[config.mk]
export PLATFORM = sky130hd
export DESIGN_NAME = esm_issue_scheduler
export DESIGN_NICKNAME = d
export VERILOG_FILES = /design/src/rtl/esm_pkg.sv /design/src/rtl/esm_rr_picker.sv /design/src/rtl/esm_issue_scheduler.sv
export SDC_FILE = /design/constraint.sdc
export NUM_CORES = 1
export LEC_CHECK = 0
export ABC_AREA = 1
export CAP_MARGIN = 20
export CORE_UTILIZATION = 45
export CTS_BUF_LIST = sky130_fd_sc_hd__clkbuf_16
export CTS_CLUSTER_DIAMETER = 100
export CTS_CLUSTER_SIZE = 12
export DETAILED_ROUTE_END_ITERATION = 8
export SKIP_CTS_REPAIR_TIMING = 1
export SYNTH_ARGS = -nofsm -noshare
export SYNTH_HDL_FRONTEND = slang
export SYNTH_SLANG_ARGS = --single-unit
[constraint.sdc]
create_clock -name clk -period 5.12 [get_ports clk]
set_input_delay 1.28 -clock clk [delete_from_list [all_inputs] [get_ports clk]]
set_output_delay 1.28 -clock clk [all_outputs]
set_load 0.05 [all_outputs]
[src/rtl/esm_pkg.sv]
// Shared types and defaults for the ESM issue scheduler.
// Slot record and buffer geometry used by the scheduler and its tests.
package esm_pkg;

    localparam int IW = 32;
    localparam int BS = 16;
    localparam int BS_BITS = $clog2(BS);
    localparam int SETTLE_DEF = 2;
    localparam int SET_BITS = $clog2(SETTLE_DEF + 1);

    typedef struct packed {
        logic                valid;
        logic                issued;
        logic [SET_BITS-1:0] settle;
        logic [IW-1:0]       instr;
    } slot_t;

endpackage

[src/rtl/esm_rr_picker.sv]
// Round-robin first-set finder over an N-wide request mask.
// Scans from ptr+1 upward with wrap-around; ptr itself is checked last.
module esm_rr_picker #(
    parameter int N = 16,
    parameter int W = $clog2(N)
) (
    input  logic [N-1:0] mask,
    input  logic [W-1:0] ptr,
    output logic         found,
    output logic [W-1:0] index
);

    logic [W-1:0] idx;

    always_comb begin
        found = 1'b0;
        index = '0;
        idx   = '0;
        for (int k = 1; k <= N; k++) begin
            idx = ptr + W'(k);
            if (!found && mask[idx]) begin
                found = 1'b1;
                index = idx;
            end
        end
    end

endmodule

[src/rtl/esm_issue_scheduler.sv]
// Instruction buffer controller for ESM_Core_IDA: allocation, settle
// masking, round-robin issue and retirement of bs slots.
module esm_issue_scheduler
    import esm_pkg::*;
#(
    parameter int Instruction_word_size = IW,
    parameter int bs = BS,
    parameter int SETTLE = SETTLE_DEF
) (
    input  logic                             clk,
    input  logic                             rst,
    input  logic                             in_valid,
    output logic                             in_ready,
    input  logic [Instruction_word_size-1:0] instr_in,
    input  logic                             regwrite_in,
    input  logic                             alusrc_in,
    output logic [$clog2(bs)-1:0]            ida_buffer_index,
    output logic [Instruction_word_size-1:0] ida_instr,
    output logic                             ida_regwrite,
    output logic                             ida_alusrc,
    output logic [0:bs-1]                    ida_valid_entries,
    input  logic [0:bs-1]                    independent_instr,
    output logic                             issue_valid,
    input  logic                             issue_ready,
    output logic [$clog2(bs)-1:0]            issue_index,
    output logic [Instruction_word_size-1:0] issue_instr,
    input  logic                             done_valid,
    input  logic [$clog2(bs)-1:0]            done_index,
    output logic                             err
);

    localparam int BW = $clog2(bs);

    slot_t         slot_q [bs];
    logic [bs-1:0] free_v;
    logic [bs-1:0] elig_v;
    logic [bs-1:0] cand_v;
    logic [BW-1:0] alloc_idx;
    logic [BW-1:0] pick_idx;
    logic [BW-1:0] pick_ptr;
    logic [BW-1:0] rr_ptr;
    logic          alloc;
    logic          accept;
    logic          load;
    logic          pick_found;
    logic          done_ok;

    always_comb begin
        free_v = '0;
        elig_v = '0;
        ida_valid_entries = '0;
        for (int i = 0; i < bs; i++) begin
            free_v[i] = ~slot_q[i].valid;
            elig_v[i] = slot_q[i].valid & ~slot_q[i].issued
                      & (slot_q[i].settle == '0)
                      & independent_instr[i];
            ida_valid_entries[i] = slot_q[i].valid;
        end
    end

    assign in_ready = |free_v;
    assign alloc    = in_valid & in_ready;
    assign accept   = issue_valid & issue_ready;
    assign load     = ~issue_valid | issue_ready;
    assign done_ok  = slot_q[done_index].valid & slot_q[done_index].issued;

    always_comb begin
        alloc_idx = '0;
        for (int i = bs - 1; i >= 0; i--) begin
            if (free_v[i]) alloc_idx = BW'(i);
        end
    end

    // The offered slot is not yet marked issued, so hide it from the
    // next pick; on acceptance the scan already starts after it.
    always_comb begin
        cand_v = elig_v;
        if (issue_valid) cand_v[issue_index] = 1'b0;
        pick_ptr = accept ? issue_index : rr_ptr;
    end

    esm_rr_picker #(
        .N(bs),
        .W(BW)
    ) u_pick (
        .mask (cand_v),
        .ptr  (pick_ptr),
        .found(pick_found),
        .index(pick_idx)
    );

    always_ff @(posedge clk) begin
        if (!rst) begin
            for (int i = 0; i < bs; i++) slot_q[i] <= '0;
        end else begin
            for (int i = 0; i < bs; i++) begin
                if (slot_q[i].settle != '0)
                    slot_q[i].settle <= slot_q[i].settle - 1'b1;
            end
            if (alloc) begin
                slot_q[alloc_idx].valid  <= 1'b1;
                slot_q[alloc_idx].issued <= 1'b0;
                slot_q[alloc_idx].settle <= SET_BITS'(SETTLE);
                slot_q[alloc_idx].instr  <= instr_in;
            end
            if (accept) slot_q[issue_index].issued <= 1'b1;
            if (done_valid && done_ok) begin
                slot_q[done_index].valid  <= 1'b0;
                slot_q[done_index].issued <= 1'b0;
            end
        end
    end

    always_ff @(posedge clk) begin
        if (!rst) begin
            issue_valid <= 1'b0;
            issue_index <= '0;
            issue_instr <= '0;
            rr_ptr      <= BW'(bs - 1);
        end else begin
            if (accept) rr_ptr <= issue_index;
            if (load) begin
                issue_valid <= pick_found;
                if (pick_found) begin
                    issue_index <= pick_idx;
                    issue_instr <= slot_q[pick_idx].instr;
                end
            end
        end
    end

    always_ff @(posedge clk) begin
        if (!rst) begin
            ida_buffer_index <= '0;
            ida_instr        <= '0;
            ida_regwrite     <= 1'b0;
            ida_alusrc       <= 1'b0;
        end else if (alloc) begin
            ida_buffer_index <= alloc_idx;
            ida_instr        <= instr_in;
            ida_regwrite     <= regwrite_in;
            ida_alusrc       <= alusrc_in;
        end
    end

    always_ff @(posedge clk) begin
        if (!rst) err <= 1'b0;
        else if (done_valid && !done_ok) err <= 1'b1;
    end

endmodule

After elaboration in Yosys (flattened, before gate mapping)

Memories as Yosys holds them, arrays and structs flattened. A register that Yosys moved wholly into a read port is not among the register bits.
Index checks and enable logic that the tools add are counted.

$add $sub $neg: 31
Magnitude comparators: 18
Reduce and logical (&&, ||, !) cells: 69
Muxes and demuxes: 158
Bitwise logic cells: 103

Operators with widths:

| operator                                                          | count |
|---|---|
| 2-to-1 mux 4 bit                                                  | 33 |
| 2-to-1 mux 1 bit                                                  | 91 |
| < comparator 4 x 5 -> 1 bit, second input constant                | 17 |
| binary-select mux 1 bit (select 4 bit)                            | 16 |
| bitwise AND 1 bit                                                 | 51 |
| NOT 1 bit                                                         | 33 |
| adder 4 bit, second input constant                                | 8 |
| logical NOT 2 bit                                                 | 16 |
| 2-to-1 mux 2 bit                                                  | 16 |
| nonzero test 2 bit                                                | 16 |
| subtractor 2 x 1 -> 2 bit, second input constant                  | 16 |
| logical AND 1 bit                                                 | 18 |
| logical NOT 1 bit                                                 | 17 |
| bitwise OR 1 bit                                                  | 17 |
| adder 4 x 3 -> 4 bit, second input constant                       | 4 |
| bitwise AND 16 bit                                                | 1 |
| 2-to-1 mux 16 bit                                                 | 1 |
| NOT 16 bit                                                        | 1 |
| OR reduction 16 bit                                               | 1 |
| adder 4 x 2 -> 4 bit, second input constant                       | 2 |
| adder 4 x 1 -> 4 bit, second input constant                       | 1 |
| demux 1 bit (select 4 bit)                                        | 1 |
| greater-or-equal comparator 4 x 1 -> 1 bit, second input constant | 1 |
| AND reduction 2 bit                                               | 1 |

Memories: 1
Logic and storage cells: 388
Output and inout port bits: 93
Bits of input ports: 59
Bits in registers: 48
Bits in writable memories: 576

Memory list:

| name   | depth | bits a word | rd ports | clocked after Yosys merged registers in | wr ports | line                      | text |
|---|---|---|---|---|---|---|---|
| slot_q | 16    | 36          | 18       | 1                                       | 19       | esm_issue_scheduler.sv:34 | `slot_t slot_q [bs];` |

Logic depth before layout (Yosys ltp)

Depth after elaboration: 56
Mapped depth: 37
Depth with buffers taken out: 34

Cells and area by module

A second synthesis with hierarchy kept.

Cell total of the unflattened synthesis: 3,157
Area total of the unflattened synthesis: 31,143.6 um2

By module, submodules not included:

| module              | instances | seq. area each (um2) | area an instance (um2) | cells an instance |
|---|---|---|---|---|
| esm_issue_scheduler | 1         | 18,257.5             | 29,338.1               | 2,812 |
| esm_rr_picker       | 1         | 0.0                  | 1,805.5                | 345 |

Worst setup path before layout

No wires, ideal clock.

Path kind: in2reg
From: input port issue_ready
To: register issue_instr[25] (read register of slot_q)
Path buffers: 5
Stages: 30
Path slack: -0.010 ns
Arrival: 5.020 ns
Library setup time: 0.110 ns
Required time: 5.010 ns
Cell sequence: nand2_2 nand2_1 o21ai_2 buf_2 ha_1 clkbuf_1 clkbuf_1 nand3_1 nand3_1 nand3_1 nand2_1 nand3_2 nor2_2 nand4_2 nor2_4 nand4_4 nor2_2 nand4_1 nor2_2 nor2_1 a21oi_1 buf_2 buf_2 nand3_1 nand3_1 nand2_1 nand2_1 nand3_1 nand2_1 inv_1

Longest elaborated chain between the ends: 52
Elaborated cells between the ends (all ways): 113
Classes of those cells: add/sub (15); mux (65); bitwise (2); reduce/logical (31)

Ends and longest elaborated chain:

| item                                   | line                      | text |
|---|---|---|
| from (decl)                            | esm_issue_scheduler.sv:24 | `input logic issue_ready,` |
| bitwise AND 1 bit                      | esm_issue_scheduler.sv:63 | `assign accept = issue_valid & issue_ready;` |
| 2-to-1 mux 4 bit                       | -                         |  |
| adder 4 x 1 -> 4 bit                   | esm_rr_picker.sv:20       | `idx = ptr + W'(k);` |
| binary-select mux 1 bit (select 4 bit) | esm_rr_picker.sv:21       | `if (!found && mask[idx]) begin` |
| 2-to-1 mux 1 bit (not written as such) | esm_rr_picker.sv:21       |  |
| 2-to-1 mux 1 bit                       | esm_rr_picker.sv:21       |  |
| logical NOT 1 bit                      | esm_rr_picker.sv:21       |  |
| logical AND 1 bit                      | esm_rr_picker.sv:21       |  |
| [... 36 more ...]                      | -                         |  |
| 2-to-1 mux 1 bit                       | esm_rr_picker.sv:21       |  |
| logical NOT 1 bit                      | esm_rr_picker.sv:21       |  |
| logical AND 1 bit                      | esm_rr_picker.sv:21       |  |
| 2-to-1 mux 1 bit                       | esm_rr_picker.sv:21       |  |
| logical NOT 1 bit                      | esm_rr_picker.sv:21       |  |
| logical AND 1 bit                      | esm_rr_picker.sv:21       |  |
| 2-to-1 mux 1 bit                       | esm_rr_picker.sv:21       |  |
| AND reduction 2 bit (no line)          | -                         |  |
| to (decl)                              | esm_issue_scheduler.sv:26 | `output logic [Instruction_word_size-1:0] issue_instr,` |

Several ways; a longest one is shown, not always the timed one. The select of a mux whose other input is x is not followed.
A chain may end at the register's enable or synchronous reset.

Final worst setup path

From: input port independent_instr[7] (netlist name)
To: register issue_instr[24] (read register of slot_q)

Longest elaborated chain between the ends: 52
Elaborated cells between the ends (all ways): 98
Classes of those cells: mux (65); bitwise (2); reduce/logical (31)

Ends and longest elaborated chain:

| item                                   | line                      | text |
|---|---|---|
| from (decl)                            | esm_issue_scheduler.sv:22 | `input logic [0:bs-1] independent_instr,` |
| bitwise AND 1 bit *                    | esm_issue_scheduler.sv:56 | `& independent_instr[i];` |
| bitwise AND 16 bit (no line)           | -                         |  |
| 2-to-1 mux 16 bit *                    | esm_issue_scheduler.sv:78 | `if (issue_valid) cand_v[issue_index] = 1'b0;` |
| binary-select mux 1 bit (select 4 bit) | esm_rr_picker.sv:21       |  |
| 2-to-1 mux 1 bit (not written as such) | esm_rr_picker.sv:21       |  |
| 2-to-1 mux 1 bit                       | esm_rr_picker.sv:21       |  |
| logical NOT 1 bit                      | esm_rr_picker.sv:21       |  |
| logical AND 1 bit                      | esm_rr_picker.sv:21       |  |
| [... 36 more ...]                      | -                         |  |
| 2-to-1 mux 1 bit                       | esm_rr_picker.sv:21       |  |
| logical NOT 1 bit                      | esm_rr_picker.sv:21       |  |
| logical AND 1 bit                      | esm_rr_picker.sv:21       |  |
| 2-to-1 mux 1 bit                       | esm_rr_picker.sv:21       |  |
| logical NOT 1 bit                      | esm_rr_picker.sv:21       |  |
| logical AND 1 bit                      | esm_rr_picker.sv:21       |  |
| 2-to-1 mux 1 bit                       | esm_rr_picker.sv:21       |  |
| AND reduction 2 bit (no line)          | -                         |  |

Every way passes the cells marked *; elsewhere a longest branch is shown, timed or not. The select of a mux whose other input is x is not followed.

==> flow_summary.toml <==
[setup_path]
critical_path.endpoint_type = "register"
cpMostUsedCell = "nand2_1"
critical_path_buf_inv_count = 9
cp.required_ns = 5.73
start_kind = "primary input"
worst-path-max-fanout = 54
critPathMaxStageDelay_ns = 0.47
worstPathArrival_ns = 5.33
path_delay_family = "simple AND/OR/NAND/NOR gates"
path_class = "primary input to register"
slowest_stage = "clkdlybuf4s50_1"

[placement]
place_hpwl_mm = 67.0
dpl_cell_area_um2 = 36400
place_inst = 4831
routabilityCongestion = 0.950
portBuffers = 151

[synth]
yosysMostFrequentCell = "nand2_1"
synth_warnings = 0
synth_top_area_share_pct = 48.0
ys.flop_type = "edfxtp_1"
async_flop_share_pct = 0
synth_edf_count = 512
synth.largest_area_cell = "edfxtp_1"
postSynthAreaPerCell_um2 = 8.61
synthesis.nets = 3803
synth_cells = 3721
synth_common_cells = "881 x nand2_1, 652 x nand3_1, 605 x nor2_1, 512 x edfxtp_1, 234 x inv_1"
synth_area_leaders = "edfxtp_1 48%, nand2_1 10%, nand3_1 10%"
synth-seq-area-share_pct = 57.0
ys_types = 51
syn_area_um2 = 32000
ys_seq_elements = 656

[routing]
wl_per_cell_um = 21.7
drc = 0
ant_nets = 0
wl_mm = 107
avgViaCountPerCell = 5.50
dr.pass1.iters = 6
drt_iter0_drc = 2765
via_count = 27200

[run]
max_cap_violations = 0

[finish]
diodes = 0
finalInstanceArea_um2 = 38400
final_util_pct = 54.7
drive_gt1_share_pct = 11.0
instances_no_fill = 4948
syn_to_final_growth_pct = 19.9
fin_nets = 4044

[floorplanning]
start_util_pct = 45.6
top_level_ports = 152
dieHeight_um = 269
core_area_um2 = 70300
num_rows = 97
die_x_um = 269
die_area_um2 = 72200

[worst_hold_path]
holdCritPathClass = "register to register"

[global_route]
grt_usage_pct = 29.5
grt_pass1_vias = 25400
antenna_found_initial = 0
grt_max_degree = 99
grt_pass1_wl_mm = 159
grt_overflow = 0

[power]
power_switching_mw = 12.2
powerDensity_nw_per_um2 = 701
clock_power_share_pct = 15.8
combPwrFrac_pct = 60.2
seq_power_share_pct = 23.9
switching_share_pct = 45.2
p_int_mw = 14.8
ir_drop_mv = 0.616
leakage_nw = 16.2

[timing]
finalWorstPathRequiredPeriod_ns = 4.72
worst_pin_slew_ns = 0.862
report.final.hold_viol_count = 0
setup_tns_ns = 0
rsz0062_at_grt = "false"
slew_headroom_pct = 42.4
clock_skew_ns = 0.0557
fmax_mhz = 212
finalCritPeriodShare_pct = 92.3
slew_violations = 0
finalSetupViolCount = 0

[clock_tree]
numCtsBuffers = 61
cts_tree = "yes"
clk_pin_slew_ns = 0.07
root_buffer = "clkbuf_16"
cts_max_level = 2
clock-sinks = 656
cts_buffer_depth = 3
clock_latency_ns = 0.66

[status]
status = "completed"
-- placed cells by master, fill, tap and decap left out, drive strengths merged, types with 23 or more instances in the layout --
| cell | n |
|---|---|
| nand2 | 884 |
| nand3 | 655 |
| nor2 | 612 |
| edfxtp | 512 |
| buf | 292 |
| inv | 286 |
| clkdlybuf4s50 | 149 |
| dfxtp | 144 |
| nand3b | 87 |
| a21oi | 85 |
| o21ai | 73 |
| clkbuf | 63 |
| clkinv | 34 |
| ha | 23 |
-- kinds of logic after synthesis --
group                    count (synthesis)  synth area share [%]
adder cells (fa/ha/maj)                 23                 0.899
AO/OA/AOI/OAI                          205                  3.68
buffers and inverters                  540                  7.08
flip-flops                             656                  57.0
AND/OR/NAND/NOR                       2282                  30.9
XOR/XNOR                                15                 0.434
-- path summary, 6_finish.rpt --
| kind | from | endpoint | slack (ns) | cells after the start |
|---|---|---|---|---|
| min | err$_SDFFE_PN0P_ | err$_SDFFE_PN0P_ | 0.47 | 2 |
| min reg2reg | err$_SDFFE_PN0P_ | err$_SDFFE_PN0P_ | 0.47 | 2 |
| max reg2reg | issue_index[1]$_SDFFE_PN0P_ | issue_instr[13]$_SDFFE_PN0P_ | 0.63 | 28 |
| max | independent_instr[7] | issue_instr[24]$_SDFFE_PN0P_ | 0.40 | 33 |
-- through the flow --
step | hold slack, ns | power, mW | setup slack (ns)
2_1_floorplan | 0.450 | 15.5 | 0.0868
3_3_place_gp | 0.458 | 22.3 | -0.671
3_5_place_dp | 0.466 | 22.4 | -0.699
4_1_cts | 0.481 | 26.7 | -0.00972
5_1_grt | 0.491 | 28.7 | 0.0681
6_report | 0.473 | 26.9 | 0.395
-- metal layers --
| layer | routed length (um) | track usage, % | vias to the layer above |
|---|---|---|---|
| met5 | 0 | 0 | - |
| met2 | 48700 | 46.8 | 1196 |
| met3 | 9250 | 4.82 | 190 |
| li1 | - | - | 12800 |
| met1 | 46500 | 42.0 | 13000 |
| met4 | 2780 | 8.09 | 0 |
-- worst reg2reg max path: cells and delay by family, from the launching register on --
family / cells / cell delay [ns]
AND/OR/NAND/NOR: 23 / 3.22
buffers and inverters: 4 / 0.70
flip-flops: 1 / 0.45
AO/OA/AOI/OAI: 1 / 0.07
-- area by class of cell --
type	count	area [um2]
repair buffers	443	4420
multi-input cells	2525	11700
clock buffers	62	1550
fillers	6374	31900
inverters	275	1040
clock inverters	47	253
well taps	940	1180
flip-flops and latches	656	18300
-- power by group through the flow --
stage | Combinational, mW | Clock [mW] | Sequential (mW)
after CTS | 15.9 | 4.32 | 6.44
after detailed placement | 15.9 | 0 | 6.56
after global placement | 15.8 | 0 | 6.55
final | 16.2 | 4.26 | 6.45
after floorplan | 8.70 | 0 | 6.84
after global routing | 17.7 | 4.51 | 6.49
-- registers in the layout, summed over array words and instances (netlist names), 4 cells and up --
register,flops
slot_q,576
issue_instr,32
issue_index,4
ida_buffer_index,4
rr_ptr,4
ida_instr,32
(Power assumes the default switching activity.)
